File: config.mk
export PLATFORM = sky130hd
export DESIGN_NAME = id_stage_pipe
export DESIGN_NICKNAME = d
export VERILOG_FILES = /design/src/rtl/id_stage_pipe.sv
export SDC_FILE = /design/constraint.sdc
export NUM_CORES = 1
export LEC_CHECK = 0
export ABC_AREA = 1
export CAP_MARGIN = 20
export CORE_ASPECT_RATIO = 0.7
export CORE_MARGIN = 8
export CORE_UTILIZATION = 46
export DETAILED_ROUTE_END_ITERATION = 8
export PLACE_DENSITY = 0.86
export SKIP_CTS_REPAIR_TIMING = 1
export SLEW_MARGIN = 20
export SYNTH_ARGS = -nofsm -noshare
export SYNTH_HDL_FRONTEND = slang
export SYNTH_SLANG_ARGS = --single-unit
File: constraint.sdc
create_clock -name clk -period 6.2 [get_ports clk]
set_input_delay 0.62 -clock clk [delete_from_list [all_inputs] [get_ports clk]]
set_output_delay 0.62 -clock clk [all_outputs]
set_load 0.02 [all_outputs]
File: src/rtl/id_stage_pipe.sv
// MIPS integer-ALU instruction decode stage with EX/MEM operand forwarding,
// load-use hazard detection and a valid/ready ID/EX pipeline register.
module id_stage_pipe #(
    parameter int unsigned DATA_W = 32,
    parameter int unsigned FWD_EN = 1,
    parameter int unsigned PC_W   = 32
) (
    input  logic              clk,
    input  logic              rst,
    input  logic              in_valid,
    output logic              in_ready,
    input  logic [PC_W-1:0]   pc_i,
    input  logic [31:0]       inst_i,
    output logic [4:0]        reg1_addr_o,
    output logic [4:0]        reg2_addr_o,
    output logic              reg1_read_o,
    output logic              reg2_read_o,
    input  logic [DATA_W-1:0] reg1_data_i,
    input  logic [DATA_W-1:0] reg2_data_i,
    input  logic              ex_wreg_i,
    input  logic [4:0]        ex_wd_i,
    input  logic [DATA_W-1:0] ex_wdata_i,
    input  logic              ex_is_load_i,
    input  logic              mem_wreg_i,
    input  logic [4:0]        mem_wd_i,
    input  logic [DATA_W-1:0] mem_wdata_i,
    input  logic              flush_i,
    output logic              out_valid,
    input  logic              out_ready,
    output logic [2:0]        alusel_o,
    output logic [7:0]        aluop_o,
    output logic [DATA_W-1:0] reg1_o,
    output logic [DATA_W-1:0] reg2_o,
    output logic [4:0]        wd_o,
    output logic              wreg_o,
    output logic [PC_W-1:0]   pc_o,
    output logic              inst_err_o
);

    localparam int unsigned EXT_W  = DATA_W - 16;
    localparam bit          NO_FWD = (FWD_EN == 0);

    typedef enum logic [2:0] {
        SEL_NOP   = 3'd0,
        SEL_LOGIC = 3'd1,
        SEL_SHIFT = 3'd2,
        SEL_ARITH = 3'd3
    } alusel_t;

    logic [5:0]  op;
    logic [5:0]  funct;
    logic [4:0]  rs;
    logic [4:0]  rt;
    logic [4:0]  rd;
    logic [4:0]  sa;
    logic [15:0] imm;

    assign op    = inst_i[31:26];
    assign rs    = inst_i[25:21];
    assign rt    = inst_i[20:16];
    assign rd    = inst_i[15:11];
    assign sa    = inst_i[10:6];
    assign funct = inst_i[5:0];
    assign imm   = inst_i[15:0];

    assign reg1_addr_o = rs;
    assign reg2_addr_o = rt;

    alusel_t           d_alusel;
    logic [7:0]        d_aluop;
    logic [4:0]        d_wd;
    logic              d_wr_en;
    logic              d_wreg;
    logic              d_err;
    logic              d_rd1;
    logic              d_rd2;
    logic [DATA_W-1:0] d_const1;
    logic [DATA_W-1:0] d_const2;

    // Instruction decode: ALU class, opcode, destination, port usage, constants
    always_comb begin
        d_alusel = SEL_NOP;
        d_aluop  = 8'h00;
        d_wd     = 5'd0;
        d_wr_en  = 1'b0;
        d_err    = 1'b0;
        d_rd1    = 1'b0;
        d_rd2    = 1'b0;
        d_const1 = '0;
        d_const2 = '0;
        case (op)
            6'h00: begin
                case (funct)
                    6'h24, 6'h25, 6'h26, 6'h27: begin
                        d_alusel = SEL_LOGIC;
                        d_aluop  = {2'b00, funct};
                        d_wd     = rd;
                        d_wr_en  = 1'b1;
                        d_rd1    = 1'b1;
                        d_rd2    = 1'b1;
                    end
                    6'h21, 6'h23, 6'h2A: begin
                        d_alusel = SEL_ARITH;
                        d_aluop  = {2'b00, funct};
                        d_wd     = rd;
                        d_wr_en  = 1'b1;
                        d_rd1    = 1'b1;
                        d_rd2    = 1'b1;
                    end
                    6'h00, 6'h02, 6'h03: begin
                        d_alusel = SEL_SHIFT;
                        d_aluop  = {2'b00, funct};
                        d_wd     = rd;
                        d_wr_en  = 1'b1;
                        d_rd2    = 1'b1;
                        d_const1 = DATA_W'(sa);
                    end
                    default: d_err = 1'b1;
                endcase
            end
            6'h0C, 6'h0D, 6'h0E: begin
                d_alusel = SEL_LOGIC;
                d_aluop  = {2'b01, op};
                d_wd     = rt;
                d_wr_en  = 1'b1;
                d_rd1    = 1'b1;
                d_const2 = DATA_W'(imm);
            end
            6'h0F: begin
                // LUI: operand 1 is a hard zero, upper half loaded from imm
                d_alusel = SEL_LOGIC;
                d_aluop  = {2'b01, op};
                d_wd     = rt;
                d_wr_en  = 1'b1;
                d_const2 = DATA_W'({imm, 16'h0000});
            end
            6'h09, 6'h0A: begin
                d_alusel = SEL_ARITH;
                d_aluop  = {2'b01, op};
                d_wd     = rt;
                d_wr_en  = 1'b1;
                d_rd1    = 1'b1;
                d_const2 = {{EXT_W{imm[15]}}, imm};
            end
            default: d_err = 1'b1;
        endcase
    end

    assign d_wreg      = d_wr_en & (d_wd != 5'd0);
    assign reg1_read_o = d_rd1;
    assign reg2_read_o = d_rd2;

    logic ex_m1;
    logic ex_m2;
    logic mem_m1;
    logic mem_m2;
    logic hazard;
    logic [DATA_W-1:0] opnd1;
    logic [DATA_W-1:0] opnd2;

    // Producer matches only count for ports actually read with a nonzero address
    assign ex_m1  = d_rd1 & (rs != 5'd0) & ex_wreg_i  & (ex_wd_i  == rs);
    assign ex_m2  = d_rd2 & (rt != 5'd0) & ex_wreg_i  & (ex_wd_i  == rt);
    assign mem_m1 = d_rd1 & (rs != 5'd0) & mem_wreg_i & (mem_wd_i == rs);
    assign mem_m2 = d_rd2 & (rt != 5'd0) & mem_wreg_i & (mem_wd_i == rt);

    // Operand select: constant, $0, EX (youngest) then MEM forwarding, then regfile
    assign opnd1 = !d_rd1       ? d_const1 :
                   (rs == 5'd0) ? '0 :
                   ex_m1        ? ex_wdata_i :
                   mem_m1       ? mem_wdata_i : reg1_data_i;
    assign opnd2 = !d_rd2       ? d_const2 :
                   (rt == 5'd0) ? '0 :
                   ex_m2        ? ex_wdata_i :
                   mem_m2       ? mem_wdata_i : reg2_data_i;

    // Load-use always stalls; without forwarding every in-flight RAW stalls
    assign hazard = ((ex_m1 | ex_m2) & ex_is_load_i)
                  | (NO_FWD & (ex_m1 | ex_m2 | mem_m1 | mem_m2));

    assign in_ready = !hazard & (!out_valid | out_ready);

    // ID/EX register: flush beats capture, capture beats bubble, else hold
    always_ff @(posedge clk or posedge rst) begin
        if (rst) begin
            out_valid  <= 1'b0;
            alusel_o   <= 3'd0;
            aluop_o    <= 8'h00;
            reg1_o     <= '0;
            reg2_o     <= '0;
            wd_o       <= 5'd0;
            wreg_o     <= 1'b0;
            pc_o       <= '0;
            inst_err_o <= 1'b0;
        end else if (flush_i) begin
            out_valid <= 1'b0;
        end else if (in_valid && in_ready) begin
            out_valid  <= 1'b1;
            alusel_o   <= d_alusel;
            aluop_o    <= d_aluop;
            reg1_o     <= opnd1;
            reg2_o     <= opnd2;
            wd_o       <= d_err ? 5'd0 : d_wd;
            wreg_o     <= d_wreg;
            pc_o       <= pc_i;
            inst_err_o <= d_err;
        end else if (!out_valid || out_ready) begin
            out_valid <= 1'b0;
        end
    end

endmodule

==> impl_results.md, run 1 <==
* Status: finished, final reports clean
* Crit. End Element: output pin
* Fin Setup TNS at 0 ps
* Final Max Slew Viols at 0
* Clock sinks at roughly 110
* Relative slew margins at about two fifths
* Vias in the first global route at around 8500
* DRC at 0
* Initial DRT Pass Iterations at 8
* Final setup viols at 0
* Antenna viol nets, final at 0
* Worst-path fanout max at 35
* First-pass GRT wire length at between 40000 and 50000 um
* 1st-iter DRT viols at ~990
* Seq/Total Area, Yosys at 37.4%
* Final hold vios at 0
* Hold Path Class: flip-flop to flip-flop
* Chip height at 123 um
* Diode count at 0
* CTS H-tree depth at 4
* GR Util All Layers at between 20 and 30%
* Power, Total at between 2 and 2.5 mW
* Row count at 39
* DP HPWL at ~24000 um
* Post-synth top area share at a little under two fifths
* Worst setup SP type: primary input
* Share of layout cells above drive strength 1 at approximately 4.8%
* Clock Tree Buf Depth at 2
* Mapped cell area at 7560 um2
* Initial Util at 46.7%
* Gr ovfl total at 0
* Syn avg cell area at ~6.3 um2
* Total number of vias at 9132
* RSZ-0062 raised after global routing: false
* Register clock-pin slew on the reported worst setup and hold paths at roughly 60 ps
* Vias per cell at approximately 5.3
* Largest net degree at the start of global routing at 85
* Post-Synthesis Cells at ~1200
* Root Buffer: clkbuf_16
* VDD IR max at around 140 uV
* Routed length per instance at 18.2 um
* Tmin final at ~4100 ps
* Max Cap Viol at 0
* Tcrit/Tclk final at between 60% and 70%
* Synth cell types at 27
* Largest area contributor in the netlist: dfrtp_1
* Yosys warns at 0
* Pwr/cell area at between 200 and 250 nW/um2
* Largest cells by area after synthesis: dfrtp_1 (37%), nand2_1 (29%), inv_1 (7.2%)
* CORE AREA at 16200 um2
* Seq cells post-synth at around 110
* IO buf count at around 340
* Req. time, crit path at about 5600 ps
* Die area at roughly 21000 um2
* Worst skew pair latency at ~410 ps
* Die X-Extent at about 170 um
* Area grow syn2layout at 51.7%
* RePlAce Congestion at around 0.92
* Nets@finish at 1706
* CP Data Arrival Time at approximately 3500 ps
* DRT Wirelength at about 32000 um
* Num CTS Buffers at 17
* CTS tree: built
* Ports at 338
* LEAKAGE at 6.06 nW
* Fmax at between 200 and 250 MHz
* Initial antenna violation count at 0
* Setup Skew at roughly 7.1 ps
* Min Hold Slack at 477 ps
* Worst-Margin Slew at around 870 ps
* Setup Crit Path Kind: primary input to output pin
-- layer usage --
metal,routed length [um],up-vias,global-route usage (%)
met3,3270,58,7.59
met2,14200,574,46.4
met1,13200,4193,39.4
met5,0,-,0
met4,796,0,9.48
li1,-,4307,-
-- flip-flops by register name, summed over array words and instances (netlist names) --
name	count
pc_o	32
reg1_o	32
reg2_o	32
aluop_o	7
wd_o	5
alusel_o	2
inst_err_o	1
out_valid	1
wreg_o	1
-- layout by cell type, fill, tap and decap left out, types with 10 or more instances in the layout --
cell             synthesis  layout
a21oi_1                 41      41
buf_4                   13      13
clkbuf_16                0      17
clkdlybuf4s50_1          0     335
dfrtp_1                113     113
inv_1                  145     144
inv_2                   10      10
nand2_1                586     586
nand3_1                 49      48
nand4_1                 65      65
nor2_1                  25      23
o21ai_0                 28      28
o21ai_1                 38      38
-- worst max-delay path: stages --
cell and delay (ps):
clkdlybuf4s50_1 510, nor3_1 280, nand3_2 680, nand3_4 290, nand2_1 100, nand2_2 130, nand2_1 120, inv_1 80
clkdlybuf4s50_1 650
-- where the power goes --
| group | internal [mW] | switching (mW) | leakage [nW] | total (mW) |
|---|---|---|---|---|
| combinational | 0.270 | 0.283 | 4.26 | 0.554 |
| clock | 0.572 | 0.414 | 0.289 | 0.986 |
| sequential | 0.792 | 0.0336 | 1.51 | 0.826 |
| total | 1.63 | 0.731 | 6.06 | 2.37 |
-- through the flow --
step / cells / setup slack (ps) / util (%) / area (um2)
after global placement: 1701 / 2020 / 67.1 / 10900
after global routing: 1734 / 1950 / 70.8 / 11500
after floorplan: 1205 / 2590 / - / 7560
after detailed placement: 1702 / 1890 / 67.1 / 10900
final: 1734 / 2110 / 70.8 / 11500
after CTS: 1734 / 2120 / 70.8 / 11500
-- cells in the mapped netlist, drive strengths merged --
master	n
nor3	5
xor2	4
nand3	55
clkinv	2
dfrtp	113
clkbuf	33
nand2	587
a21oi	41
inv	155
buf	44
o21ai	66
conb	1
nand4	66
o211ai	2
o22ai	1
nor2	29
-- logic make-up after synthesis --
kind of cell | after synthesis | synth area share [%]
AND/OR/NAND/NOR | 742 | 40.9
buffers and inverters | 234 | 13.8
flip-flops | 113 | 37.4
AO/OA/AOI/OAI | 110 | 7.36
XOR/XNOR | 4 | 0.463
other | 1 | 0.0496
-- layout make-up --
cell class                 instances  area [um2]
tap                              225         282
clock inverter                    15         164
sequential                       113        2830
inverter                         157         592
clock buffer                      17         425
fill                            1409        4730
timing repair buffer             349        3470
multi-input combinational        858        3710
-- path summary, 6_finish.rpt --
kind	startpoint	to	slack (ps)	cells after the start
setup reg to reg	out_valid	pc_o[19]	3860	6
setup / recovery	inst_i[24]	in_ready	2110	9
min in group asynchronous	rst	pc_o[20]	640	2
hold / removal	reg2_o[15]	reg2_o[15]	480	2
hold reg to reg	reg2_o[15]	reg2_o[15]	480	2
max in group asynchronous	rst	reg2_o[11]	4290	3
Note: power is estimated with default switching activity, not from simulation.
==> run 2: changes to the inputs <==
CORE_UTILIZATION = 43   (was 46)
PLACE_DENSITY = 0.81   (was 0.86)
clock period = 4.3 ns   (was 6.2 ns; I/O delays follow)
==> run 2 against run 1 <==
  * Clock skew up 3.9 ps
  * Die area up 6.2%
  * Routed wire length up 2.1%
  * Flip-flop and latch count unchanged
  * Sequential power up 44%
  * Worst hold slack worse by 14 ps
  * Sequential share of layout area down 0.099 points
  * Non-clock buffer count up 1
  * Register-to-register slack worse by 1500 ps
  * Critical path type unchanged
  * Largest cell class unchanged
==> impl_results.md, run 2 (synthesis gave the netlist of run 1 again) <==
* CP max stage cell: clkdlybuf4s50_1 (was nand3_2)
* RSZ-0062 raised after global routing: false (unchanged)
* Vias per cell at 5.13 (was 5.27)
* Final hold vios at 0 (unchanged)
* Final setup viols at 0 (unchanged)
* Fin Setup TNS at 0 ps (unchanged)
* DP Cell Count at 1709 (was 1702)
* Hold Path Class: primary input to async pin (was flip-flop to flip-flop)
* Pwr/cell area at 305 nW/um2 (was 206 nW/um2)
* Area grow syn2layout at 52.3% (was 51.7%)
* FF-to-FF Start: out_valid (unchanged)
* Power, Total at 3.51 mW (was 2.37 mW)
* Initial antenna violation count at 2 (was 0)
* Clock Tree Buf Depth at 2 (unchanged)
* Routed length per instance at 18.5 um (was 18.2 um)
* Nets@finish at 1707 (was 1706)
* 1st-iter DRT viols at 958 (was 986)
* Most frequent cells in the layout: nand2_1 (586), clkdlybuf4s50_1 (335), inv_1 (144), dfrtp_1 (113), nand4_1 (65) (unchanged)
* CTS H-tree depth at 4 (unchanged)
* LEAKAGE at 6.08 nW (was 6.06 nW)
* Worst setup SP type: primary input (unchanged)
* Antenna viol nets, final at 0 (unchanged)
* IO buf count at 335 (unchanged)
* DRT Wirelength at 32200 um (was 31500 um)
* Worst-Margin Slew at 903 ps (was 872 ps)
* Vias in the first global route at 8746 (was 8537)
* Largest net degree at the start of global routing at 122 (was 85)
* Gr ovfl total at 0 (unchanged)
* Commonest non-fill, non-tap cell in the layout: nand2_1 (unchanged)
* Row count at 40 (was 39)
* CP Cell Sequence: clkdlybuf4s50_1 -> inv_1 -> o21ai_1 -> nor2_1 -> nand2_1 -> nand3_2 -> nand3_2 -> nand2_1 -> nand2_2 -> nand2_1 -> inv_1 -> clkdlybuf4s50_1 (was clkdlybuf4s50_1 -> nor3_1 -> nand3_2 -> nand3_4 -> nand2_1 -> nand2_2 -> nand2_1 -> inv_1 -> clkdlybuf4s50_1)
* Initial DRT Pass Iterations at 6 (was 8)
* Worst skew pair latency at 420 ps (was 410 ps)
* Setup Crit Path Kind: primary input to output pin (unchanged)
* Final Max Slew Viols at 0 (unchanged)
* Setup Skew at 11.1 ps (was 7.10 ps)
* Share of layout cells above drive strength 1 at 4.77% (about the same)
* Register clock-pin slew on the reported worst setup and hold paths at 70 ps (was 60 ps)
* Max Cap Viol at 0 (unchanged)
* Place WS at 655 ps (was 1890 ps)
* GR Util All Layers at 28.2% (was 29.5%)
* DRC at 0 (unchanged)
* Top flop regs: pc_o x32, reg1_o x32, reg2_o x32 (unchanged)
* CTS tree: built (unchanged)
* Total number of vias at 8935 (was 9132)
* RePlAce Congestion at 0.932 (was 0.923)
* Status: finished, final reports clean (unchanged)
* Crit. End Element: output pin (unchanged)
* Ports at 338 (unchanged)
* Clock sinks at 113 (unchanged)
* Final WS setup at 769 ps (was 2110 ps)
* Die X-Extent at 174 um (was 169 um)
* Root Buffer: clkbuf_16 (unchanged)
* Req. time, crit path at 3870 ps (was 5580 ps)
* DP HPWL at 24200 um (was 23900 um)
* Max stage delay on crit path at 610 ps (was 680 ps)
* Num CTS Buffers at 17 (unchanged)
* Reg2Reg Setup Slack at 2350 ps (was 3860 ps)
* CP most frequent cell: nand2_1
* CORE AREA at 17200 um2 (was 16200 um2)
* Tmin final at approximately 3500 ps
* FF-to-FF End: reg2_o[11] (was pc_o[19])
* Tcrit/Tclk final at ~82%
* Relative slew margins at 39.6% (was 41.9%)
* Reg2reg path depth at 6 (unchanged)
* VDD IR max at 197 uV (was 143 uV)
* Chip height at 127 um (was 123 um)
* Die area at 22200 um2 (was 20900 um2)
* First-pass GRT wire length at 49700 um (was 48000 um)
* Worst-path fanout max at 26 (was 35)
* CP Data Arrival Time at 3100 ps (was 3470 ps)
* Initial Util at 44.0% (was 46.7%)
* Fmax at 283 MHz
* Non-filler cells, final at 1742 (was 1734)
[run 2: cell count changes in the layout (fill, tap and decap cells not counted), sizes merged]
cell	change
clkinv	-2
inv	-1
diode	+1
buf	+1
bufinv	+2
clkinvlp	+1
[run 2: how the worst max path moves through the flow]
stage	start	end	slack [ps]	depth (start not counted)
floorplan	rst	aluop_o[0]	880	1
global placement	inst_i[5]	reg1_o[8]	650	9
detailed placement	inst_i[0]	pc_o[18]	660	14
CTS	inst_i[0]	in_ready	790	12
global route	inst_i[0]	in_ready	520	12
finish	inst_i[0]	in_ready	770	12
[run 2: final cells by class]
type	instances	area, um2
fill	1536	5650
multi-input combinational	858	3710
timing repair buffer	350	3480
sequential	113	2830
inverter	157	592
clock buffer	17	425
tap	231	289
clock inverter	15	193
antenna	1	2.50
[run 2: routing by layer]
metal  GRT usage (%)  routed length (um)  up-vias
met5               0                  13        -
met4            10.0                 995        2
met3            7.71                3600       65
met2            42.5               13800      527
met1            38.4               13800     4033
li1                -                   -     4308
[run 2: where the power goes]
group          internal [mW]  switching, mW  total (mW)
registers               1.14         0.0460        1.19
logic                  0.392          0.412       0.804
clock network          0.928          0.588        1.52
total                   2.46           1.05        3.51
[run 2: stage by stage]
step	area, um2	hold slack [ps]	utilization (%)
2_1_floorplan	7560	525	-
3_5_place_dp	10900	465	63.5
4_1_cts	11500	481	67.1
6_report	11500	463	67.1
3_3_place_gp	10900	461	63.5
5_1_grt	11500	495	67.1
[run 2: critical path, delay by kind of cell]
family,cells,cell delay (ps)
compound gates,1,130
buf+inv,4,1360
simple gates,7,1170
==> run 3: changes to the inputs <==
CORE_UTILIZATION = 39   (was 43)
PLACE_DENSITY = 0.78   (was 0.81)
clock period = 3.1 ns   (was 4.3 ns; I/O delays follow)
==> run 3 against run 2 <==
  * Global-route usage down 0.74 points
  * Worst hold slack worse by 170 ps
  * Worst setup slack lost 580 ps
  * Critical endpoint unchanged
  * First-iteration DRC count fell by 3.1%
  * Flip-flop and latch count is the same
  * Clock skew down 1.3 ps
==> impl_results.md, run 3 (synthesis gave the netlist of run 1 again) <==
* CTS H-tree depth at 4 (unchanged)
* Tcrit/Tclk final at between 90% and 100%
* WL met1 at 14700 um (was 13800 um)
* FF-to-FF Start: out_valid (unchanged)
* Die area at 24200 um2 (was 22200 um2)
* Ports at 338 (unchanged)
* Vias in the first global route at 9009 (was 8746)
* Largest net degree at the start of global routing at 122 (unchanged)
* Hold Path Class: primary input to async pin (unchanged)
* CP Data Arrival Time at 2600 ps (was 3100 ps)
* Gate power share at 24.0% (was 22.9%)
* RSZ-0062 raised after global routing: false (unchanged)
* Sequential Power Share at 34.9% (was 33.9%)
* Final core occ at 61.4% (was 67.1%)
* Fmax at 343 MHz
* Clock Tree Buf Depth at 2 (unchanged)
* Total number of vias at 8987 (was 8935)
* Routed length per instance at 18.7 um (was 18.5 um)
* Top flop regs: pc_o x32, reg1_o x32, reg2_o x32 (unchanged)
* Share of power burned in the clock network at 41.1% (was 43.2%)
* GR Util All Layers at 27.5% (was 28.2%)
* WL met3 at 3260 um (was 3600 um)
* RePlAce Congestion at 0.969 (was 0.932)
* Power, Total at 4.71 mW (was 3.51 mW)
* Commonest non-fill, non-tap cell in the layout: nand2_1 (unchanged)
* Root Buffer: clkbuf_16 (unchanged)
* DP HPWL at 25200 um (was 24200 um)
* Tmin final at approximately 2900 ps
* Clock sinks at 113 (unchanged)
* VDD IR max at 349 uV (was 197 uV)
* Worst-Margin Slew at 616 ps (was 903 ps)
* Share of layout cells above drive strength 1 at 5.39% (was 4.77%)
* Setup Skew at 9.79 ps (was 11.1 ps)
* Fin Setup TNS at 0 ps (unchanged)
* Initial DRT Pass Iterations at 5 (was 6)
* Worst setup SP type: primary input (unchanged)
* Worst-path fanout max at 5 (was 26)
* Final hold vios at 0 (unchanged)
* Initial antenna violation count at 1 (was 2)
* IO buf count at 335 (unchanged)
* Final setup viols at 0 (unchanged)
* Num CTS Buffers at 17 (unchanged)
* Relative slew margins at 58.8% (was 39.6%)
* Nets@finish at 1717 (was 1707)
* 1st-iter DRT viols at 928 (was 958)
* NetSw at 1.45 mW (was 1.05 mW)
* Critical path origin: inst_i[1] (was inst_i[0])
* Vias per cell at 5.04 (was 5.13)
* Most frequent cells in the layout: nand2_1 (586), clkdlybuf4s50_1 (335), inv_1 (144), dfrtp_1 (113), nand4_1 (65) (unchanged)
* Internal power at 3.26 mW (was 2.46 mW)
* DRC at 0 (unchanged)
* Diode count at 0 (was 1)
* Register clock-pin slew on the reported worst setup and hold paths at 60 ps (was 70 ps)
* Setup Crit Path Kind: primary input to output pin (unchanged)
* Final Max Slew Viols at 0 (unchanged)
* CTS tree: built (unchanged)
* LEAKAGE at 6.13 nW (was 6.08 nW)
* Chip height at 132 um (was 127 um)
* Reg2Reg Setup Slack at 1360 ps (was 2350 ps)
* Worst skew pair latency at 420 ps (about the same)
* Row count at 42 (was 40)
* Max Cap Viol at 0 (unchanged)
* Sw Ratio at 30.8% (was 29.8%)
* Top Layer Used: met5 (unchanged)
* First-pass GRT wire length at 52300 um (was 49700 um)
* DRT Wirelength at 33300 um (was 32200 um)
* Area grow syn2layout at 54.0% (was 52.3%)
* Status: finished, final reports clean (unchanged)
* Req. time, crit path at 2790 ps (was 3870 ps)
* Pwr/cell area at 405 nW/um2 (was 305 nW/um2)
* Die X-Extent at 182 um (was 174 um)
* Initial Util at 39.9% (was 44.0%)
* Gr ovfl total at 0 (unchanged)
* Crit. End Element: output pin (unchanged)
* Antenna viol nets, final at 0 (unchanged)
* CORE AREA at 19000 um2 (was 17200 um2)
* DR WL met2 at 14600 um (was 13800 um)
==> run 3: cell count changes in the layout (fill, tap and decap cells not counted) <==
| cell | before | now |
|---|---|---|
| diode_2 | 1 | 0 |
| inv_4 | 1 | 0 |
| clkinv_2 | 0 | 2 |
| buf_12 | 1 | 6 |
| clkinv_4 | 2 | 3 |
| bufinv_16 | 3 | 1 |
| inv_6 | 8 | 7 |
| buf_4 | 14 | 19 |
| inv_8 | 0 | 1 |
==> run 3: through the flow <==
stage	cell area (um2)	hold slack, ps	worst slack, ps	std cells
after floorplan	7570	405	1230	1205
after global placement	11100	460	261	1752
after detailed placement	11100	464	205	1752
after CTS	11600	303	199	1784
after global routing	11600	333	75.5	1784
final	11600	297	185	1784
==> run 3: metal layers <==
layer  up-vias  track usage, %
met1      4135            36.5
met2       465            42.0
li1       4333               -
met5         -               0
met4         2            7.36
met3        52            9.41
==> run 3: worst max-delay path: stages <==
cell             delay [ps]
clkdlybuf4s50_1         670
inv_1                   100
o21ai_1                 210
nand3_2                 160
nand3_2                 120
nand3_2                  70
nand2_1                 160
nand2_2                 110
nand2_1                  70
inv_1                    40
clkdlybuf4s50_1         570
==> run 3: final cells by class <==
| class | count | area [um2] |
|---|---|---|
| inverters | 157 | 593 |
| clock buffers | 17 | 425 |
| flip-flops and latches | 113 | 2830 |
| multi-input cells | 858 | 3710 |
| clock inverters | 15 | 146 |
| fillers | 1779 | 7330 |
| repair buffers | 360 | 3620 |
| well taps | 264 | 330 |
==> run 3: power by group through the flow <==
stage               Sequential, mW  Combinational [mW]  Clock (mW)
floorplan                     1.80               0.351           0
global placement              1.67                1.12           0
detailed placement            1.67                1.13           0
CTS                           1.64                1.14        1.98
global route                  1.66                1.22        2.05
finish                        1.64                1.13        1.94
==> run 3: path summary, 6_finish.rpt <==
check                           cells past startpoint         end
max in group asynchronous                           3  reg2_o[30]
worst max register to register                      6     wd_o[0]
worst min-delay path                                2    pc_o[31]
min in group clk                                    3    pc_o[20]
worst max-delay path                               11    in_ready
worst min register to register                      2  reg2_o[20]
